`config.mk`:
```
export PLATFORM = sky130hd
export DESIGN_NAME = useq_stack
export DESIGN_NICKNAME = d
export VERILOG_FILES = /design/src/rtl/useq_stack.sv
export SDC_FILE = /design/constraint.sdc
export NUM_CORES = 1
export LEC_CHECK = 0
export CORE_MARGIN = 3
export CORE_UTILIZATION = 29
export DETAILED_ROUTE_END_ITERATION = 16
export PLACE_DENSITY_LB_ADDON = 0.2
export SLEW_MARGIN = 25
export SYNTH_ARGS = -nofsm -noshare
export SYNTH_HDL_FRONTEND = slang
export SYNTH_SLANG_ARGS = --single-unit
```
`constraint.sdc`:
```
create_clock -name clk -period 1 [get_ports clk]
set_input_delay 0.2 -clock clk [delete_from_list [all_inputs] [get_ports clk]]
set_output_delay 0.2 -clock clk [all_outputs]
set_load 0.01 [all_outputs]
```
`src/rtl/useq_stack.sv`:
```
// Microsequencer: next micro-address from NEXT/IRD/CALL/RET, optional return stack (USEQ_STACK_EN).
// Latency: uaddr registers ns one cycle after the sequencing inputs are sampled.
// Stall: hold freezes uaddr and the stack; overflow/underflow never stall, they set sticky flags.
module useq_stack #(
    parameter int UADDR_W     = 6,
    parameter int COND_W      = 3,
    parameter int NQUAL       = 5,
    parameter logic [NQUAL*$clog2(UADDR_W)-1:0] QBIT_MAP = {3'd4, 3'd3, 3'd0, 3'd2, 3'd1},
    parameter int OPC_W       = 4,
    parameter int STACK_DEPTH = 4,
    parameter int RESET_ADDR  = 18
) (
    input  logic                               clk,
    input  logic                               arst,
    input  logic                               hold,
    input  logic [1:0]                         seq_op,
    input  logic [COND_W-1:0]                  cond,
    input  logic [UADDR_W-1:0]                 j,
    input  logic [OPC_W-1:0]                   opcode,
    input  logic [NQUAL-1:0]                   qual,
    input  logic                               err_clr,
    output logic [UADDR_W-1:0]                 uaddr,
    output logic [$clog2(STACK_DEPTH+1)-1:0]   depth,
    output logic                               stack_empty,
    output logic                               stack_full,
    output logic                               err_ovf,
    output logic                               err_unf
);
    localparam int QB_W    = $clog2(UADDR_W);
    localparam int DEPTH_W = $clog2(STACK_DEPTH+1);

    localparam logic [1:0] OP_NEXT = 2'd0;
    localparam logic [1:0] OP_IRD  = 2'd1;
    localparam logic [1:0] OP_CALL = 2'd2;
    localparam logic [1:0] OP_RET  = 2'd3;

    logic [UADDR_W-1:0] r_uaddr;
    logic [UADDR_W-1:0] w_tgt;
    logic [UADDR_W-1:0] w_opc_ext;
    logic [UADDR_W-1:0] w_ns;

    // cond 0 or out of range leaves the J field untouched
    always_comb begin
        w_tgt = j;
        for (int k = 1; k <= NQUAL; k++) begin
            if (cond == COND_W'(k)) begin
                w_tgt = j | (UADDR_W'(qual[k-1]) << QBIT_MAP[(k-1)*QB_W +: QB_W]);
            end
        end
    end

    assign w_opc_ext = UADDR_W'(opcode);

`ifdef USEQ_STACK_EN
    localparam int PTR_W = (STACK_DEPTH > 1) ? $clog2(STACK_DEPTH) : 1;

    logic [UADDR_W-1:0] r_stack [STACK_DEPTH];
    logic [DEPTH_W-1:0] r_depth;
    logic               r_empty;
    logic               r_full;
    logic               r_ovf;
    logic               r_unf;

    logic               w_push;
    logic               w_pop;
    logic               w_ovf_new;
    logic               w_unf_new;
    logic [PTR_W-1:0]   w_push_idx;
    logic [PTR_W-1:0]   w_top_idx;
    logic [DEPTH_W-1:0] w_depth_nxt;
    logic [UADDR_W-1:0] w_ret_addr;

    assign w_push     = !hold && (seq_op == OP_CALL) && !r_full;
    assign w_pop      = !hold && (seq_op == OP_RET)  && !r_empty;
    assign w_ovf_new  = !hold && (seq_op == OP_CALL) && r_full;
    assign w_unf_new  = !hold && (seq_op == OP_RET)  && r_empty;
    assign w_push_idx = PTR_W'(r_depth);
    assign w_top_idx  = PTR_W'(r_depth - 1'b1);
    assign w_ret_addr = r_uaddr + 1'b1;

    always_comb begin
        w_depth_nxt = r_depth;
        if (w_push) begin
            w_depth_nxt = r_depth + 1'b1;
        end else if (w_pop) begin
            w_depth_nxt = r_depth - 1'b1;
        end
    end

    always_comb begin
        w_ns = w_tgt;
        case (seq_op)
            OP_NEXT: w_ns = w_tgt;
            OP_IRD:  w_ns = w_opc_ext;
            OP_CALL: w_ns = w_tgt;
            OP_RET:  w_ns = r_empty ? j : r_stack[w_top_idx];
            default: w_ns = w_tgt;
        endcase
    end

    // Storage needs no reset: entries above depth are never read
    always_ff @(posedge clk) begin
        if (w_push) begin
            r_stack[w_push_idx] <= w_ret_addr;
        end
    end

    always_ff @(posedge clk or posedge arst) begin
        if (arst) begin
            r_depth <= '0;
            r_empty <= 1'b1;
            r_full  <= 1'b0;
            r_ovf   <= 1'b0;
            r_unf   <= 1'b0;
        end else begin
            r_depth <= w_depth_nxt;
            r_empty <= (w_depth_nxt == '0);
            r_full  <= (w_depth_nxt == DEPTH_W'(STACK_DEPTH));
            r_ovf   <= (r_ovf && !err_clr) || w_ovf_new;
            r_unf   <= (r_unf && !err_clr) || w_unf_new;
        end
    end

    assign depth       = r_depth;
    assign stack_empty = r_empty;
    assign stack_full  = r_full;
    assign err_ovf     = r_ovf;
    assign err_unf     = r_unf;
`else
    logic w_unused;

    always_comb begin
        w_ns = w_tgt;
        case (seq_op)
            OP_NEXT: w_ns = w_tgt;
            OP_IRD:  w_ns = w_opc_ext;
            OP_CALL: w_ns = w_tgt;
            OP_RET:  w_ns = w_tgt;
            default: w_ns = w_tgt;
        endcase
    end

    assign w_unused    = &{1'b0, err_clr};
    assign depth       = '0;
    assign stack_empty = 1'b1;
    assign stack_full  = 1'b0;
    assign err_ovf     = 1'b0;
    assign err_unf     = 1'b0;
`endif

    always_ff @(posedge clk or posedge arst) begin
        if (arst) begin
            r_uaddr <= UADDR_W'(RESET_ADDR);
        end else if (!hold) begin
            r_uaddr <= w_ns;
        end
    end

    assign uaddr = r_uaddr;

endmodule
```
* After elaboration in Yosys (flattened, before gate mapping)
Index checks and enable logic that the tools add are counted.
** Word-level totals
- Output and inout port bits :: 13
- Input port bits :: 24
- Logic and storage cells :: 22
- Register bits :: 6
** Operators by class
- Muxes and demuxes :: 6
- Bitwise operators :: 5
- Reduce and logical (&&, ||, !) cells :: 2
- Eq/ne operators :: 8
** Operators with widths (count)
- 6-bit two-way mux :: 5
- 6-bit case mux with 2 select lines :: 1
- 3-bit by 2-bit equality test with 1-bit output (second input constant) :: 2
- 3-bit equality test (second input constant) :: 2
- 6-bit by 1-bit OR with 6-bit output :: 1
- 6-bit by 2-bit OR with 6-bit output :: 1
- 6-bit by 3-bit OR with 6-bit output :: 1
- 6-bit by 4-bit OR with 6-bit output :: 1
- 6-bit by 5-bit OR with 6-bit output :: 1
- 2-bit equality test (second input constant) :: 2
- 3-bit by 1-bit equality test with 1-bit output (second input constant) :: 1
- 3-bit OR reduction :: 1
- 2-bit by 1-bit equality test with 1-bit output (second input constant) :: 1
- 2-bit zero test :: 1

* Depth between registers and ports, before layout
- Depth in word-level cells :: 7
- Mapped depth :: 3
- Depth with buffers taken out :: 3

* Worst setup path before layout
Ideal clock, no wire load.
- Kind :: input to register
- Start point :: input seq_op[1]
- End point :: register r_uaddr[0], in the netlist uaddr[0]
- Stages :: 3
- Required time :: 866 ps
- Library setup time :: 134 ps
- Arrival :: 655 ps
- Slack :: 211 ps
- Buffers on the path :: 0
- Cell sequence :: and2b_2 nor3_1 o31ai_1
** On the way
- Cells in the longest elaborated chain, start to end :: 3
- Elaborated cells between the ends (all ways) :: 6
- Those cells by class :: 3 x eq/ne; 1 x mux; 2 x reduce/logical
** Ends and longest elaborated chain
- from (decl) :: line 16 : input logic [1:0] seq_op,
- 2-bit equality test or 2-bit zero test (tied branches) :: line 134 : case (seq_op)
- 3-bit OR reduction (no line)
- 6-bit case mux with 2 select lines (*) :: line 134
- to (signal assigned) :: line 153 : r_uaddr <= UADDR_W'(RESET_ADDR);
- to (signal assigned) :: line 155 : r_uaddr <= w_ns;
- to (decl) :: line 37 : logic [UADDR_W-1:0] r_uaddr;
Every way passes the cells marked *; elsewhere a longest branch is shown, timed or not.
A chain may end at the register's enable or synchronous reset.

* Final worst setup path
- Start point :: register r_uaddr[1], in the netlist uaddr[1]
- End point :: output uaddr[1]
** RTL lines
- to (decl) :: line 22 : output logic [UADDR_W-1:0] uaddr,
No word-level cell between the ends.

==> results <==
synthesized netlist by cell type, drive strengths merged:
master  n
and2b   1
and4b   2
and4bb  3
buf     7
clkbuf  1
conb    2
dfrtp   4
dfstp   2
inv     1
nand2   7
nand2b  1
nor2    4
nor3    4
o21ai   3
o31ai   4
worst max path at each step:
stage	cells past startpoint	from	endpoint	slack, ns
6_report	1	uaddr[1]	uaddr[1]	-0.06
4_1_cts	1	uaddr[1]	uaddr[1]	-0.07
2_1_floorplan	3	seq_op[1]	uaddr[0]	0.21
3_5_place_dp	4	cond[0]	uaddr[3]	-0.34
5_1_grt	1	uaddr[4]	uaddr[4]	-0.1
3_3_place_gp	4	cond[0]	uaddr[3]	-0.33
cell families after synthesis:
family | synth area share [%]
flops | 38.1
compound gates | 11.2
buf+inv | 15.0
simple gates | 33.8
other cells | 1.88
routing by layer:
layer	up-vias	track usage (%)
met2	23	16.8
met4	0	7.23
li1	207	-
met5	-	0
met1	175	12.4
met3	0	5.08
repair_timing:
action	CTS	global route
buffers inserted	0	0
setup endpoints to repair	11	7
pin swaps	4	4
resized for setup	35	5
per-stage QoR:
step | cell area, um^2 | utilization, % | hold WS (ns) | power [mW] | setup slack [ns]
after floorplan | 419 | - | -0.0105 | 0.391 | 0.211
after global placement | 668 | 55.6 | 0.431 | 0.522 | -0.333
after detailed placement | 668 | 55.6 | 0.426 | 0.524 | -0.337
after CTS | 694 | 57.8 | 0.172 | 0.757 | -0.0746
after global routing | 709 | 59.1 | 0.192 | 0.800 | -0.0990
final | 709 | 59.1 | 0.169 | 0.748 | -0.0650
worst register-to-register path, cell delays in order, from the launching register on:
cell     delay, ns
dfstp_2       0.53
nand2_1       0.07
o31ai_2       0.06
power by group through the flow:
| stage | Sequential (mW) | Clock [mW] | Combinational (mW) |
|---|---|---|---|
| detailed placement | 0.292 | 0 | 0.231 |
| floorplan | 0.305 | 0 | 0.0858 |
| global route | 0.295 | 0.260 | 0.245 |
| global placement | 0.291 | 0 | 0.231 |
| CTS | 0.290 | 0.248 | 0.219 |
| finish | 0.290 | 0.236 | 0.222 |
cell type report:
type                            count  share of cell area, %
Tap cell                           14                   2.47
Inverter                            1                  0.529
Timing Repair Buffer               29                   38.1
Clock buffer                        4                   3.70
Sequential cell                     6                   21.5
Multi-Input combinational cell     36                   33.7
==> out/results.tsv <==
metric	value	unit
path_cells	buf_6	
layout_commonest_cell	clkdlybuf4s50_1	
core_area	0.00120	mm^2
critical_path_arrival	0.86	ns
numCtsBuffers	3	
num_rows	12	
firstDrtPassIters	4	
switching_power	189	uW
combPwrFrac	29.7	%
wl_per_cell	10.7	um
intPower	559	uW
wl_met3	156	um
grt_first_pass_wirelength	1.58	mm
ys_seq_area_share	38.1	%
area_delta_synth_final	77.2	%
avgSynthCellArea	8.70	um^2
globalplace.congestion	0.664	
insertion_delay	0.24	ns
grt_setup_unrepaired	true	
crit_required	0.80	ns
diodes	0	
floorplan.die_area	0.00186	mm^2
synth_seq_cells	6	
final.min_clock_period	1.06	ns
antenna_found_initial	0	
p_leak	0.347	nW
wl	966	um
fin_ws	-0.0650	ns
crit_family	flip-flops	
drc	0	
maxCapViolCount	0	
hold_viol	0	
highest_layer	met3	
largest_reg_flops	6	
critical_path_class	reg2out	
synth.cell_area	400	um^2
synth_cell_type_count	16	
fin_setup_tns	-0.128	ns
violations	setup timing	
ctsHoldBuffers	0	
fill_cells	126	
synthCells	46	
cts.sinks	6	
reg2reg_from	uaddr[1]	
final-seq-area	153	um^2
start_util	33.3	%
clock_skew	0	ns
hold_path_class	in2async	
cts_tree	yes	
r2r_slack	0.26	ns
clockPowerShare	31.5	%
rr_endpoint	uaddr[1]	
viasPerCell	4.50	
pwr-share-seq	38.8	%
drt_iter0_drc	11	
multi_input_area	239	um^2
via_count	405	
grt_max_degree	13	
period_share	106	%
drive_gt1_share	26.3	%
fin_nets	101	
dpl.cell_count	86	
grt_overflow_total	0	
top_level_ports	37	
outcome	finished with violations	
power.density	1050	mW/mm^2
synth_top_area_share	25.0	%
slowest_stage	dfstp_2	
final_cell_mix	clkdlybuf4s50_1 (16), nand2_1 (7), conb_1 (7)	
clk_pin_slew	0.05	ns
cp_num_buf_inv	1	
yosys_warnings	0	
crit_fanout	2	
ant_nets	0	
report.final.setup_viol	2	
cts.path.max_buffers	2	
htree_levels	1	
slew_violations	0	
grt_pass1_vias	405	
cp-start-kind	register	
final_cell_count_no_fill	90	
synth.largest_area_cell	dfrtp_1	
sw_frac_of_total	25.2	%
cts_root_buf	clkbuf_4	
worstRegToRegCells	2	
end_kind	primary output	
wirelength_met1	344	um
die_x	43.2	um
ir_worst_vdd	0.000394	V
fmax	939	MHz
grt_usage	11.1	%
die_h	43.2	um
wl_met2	465	um
crit_path_max_incr_delay	0.53	ns
io_buffers	28	
synth.area.top_cells	dfrtp_1 (25%), buf_4 (13%), dfstp_2 (13%)	
(Power assumes the default switching activity.)
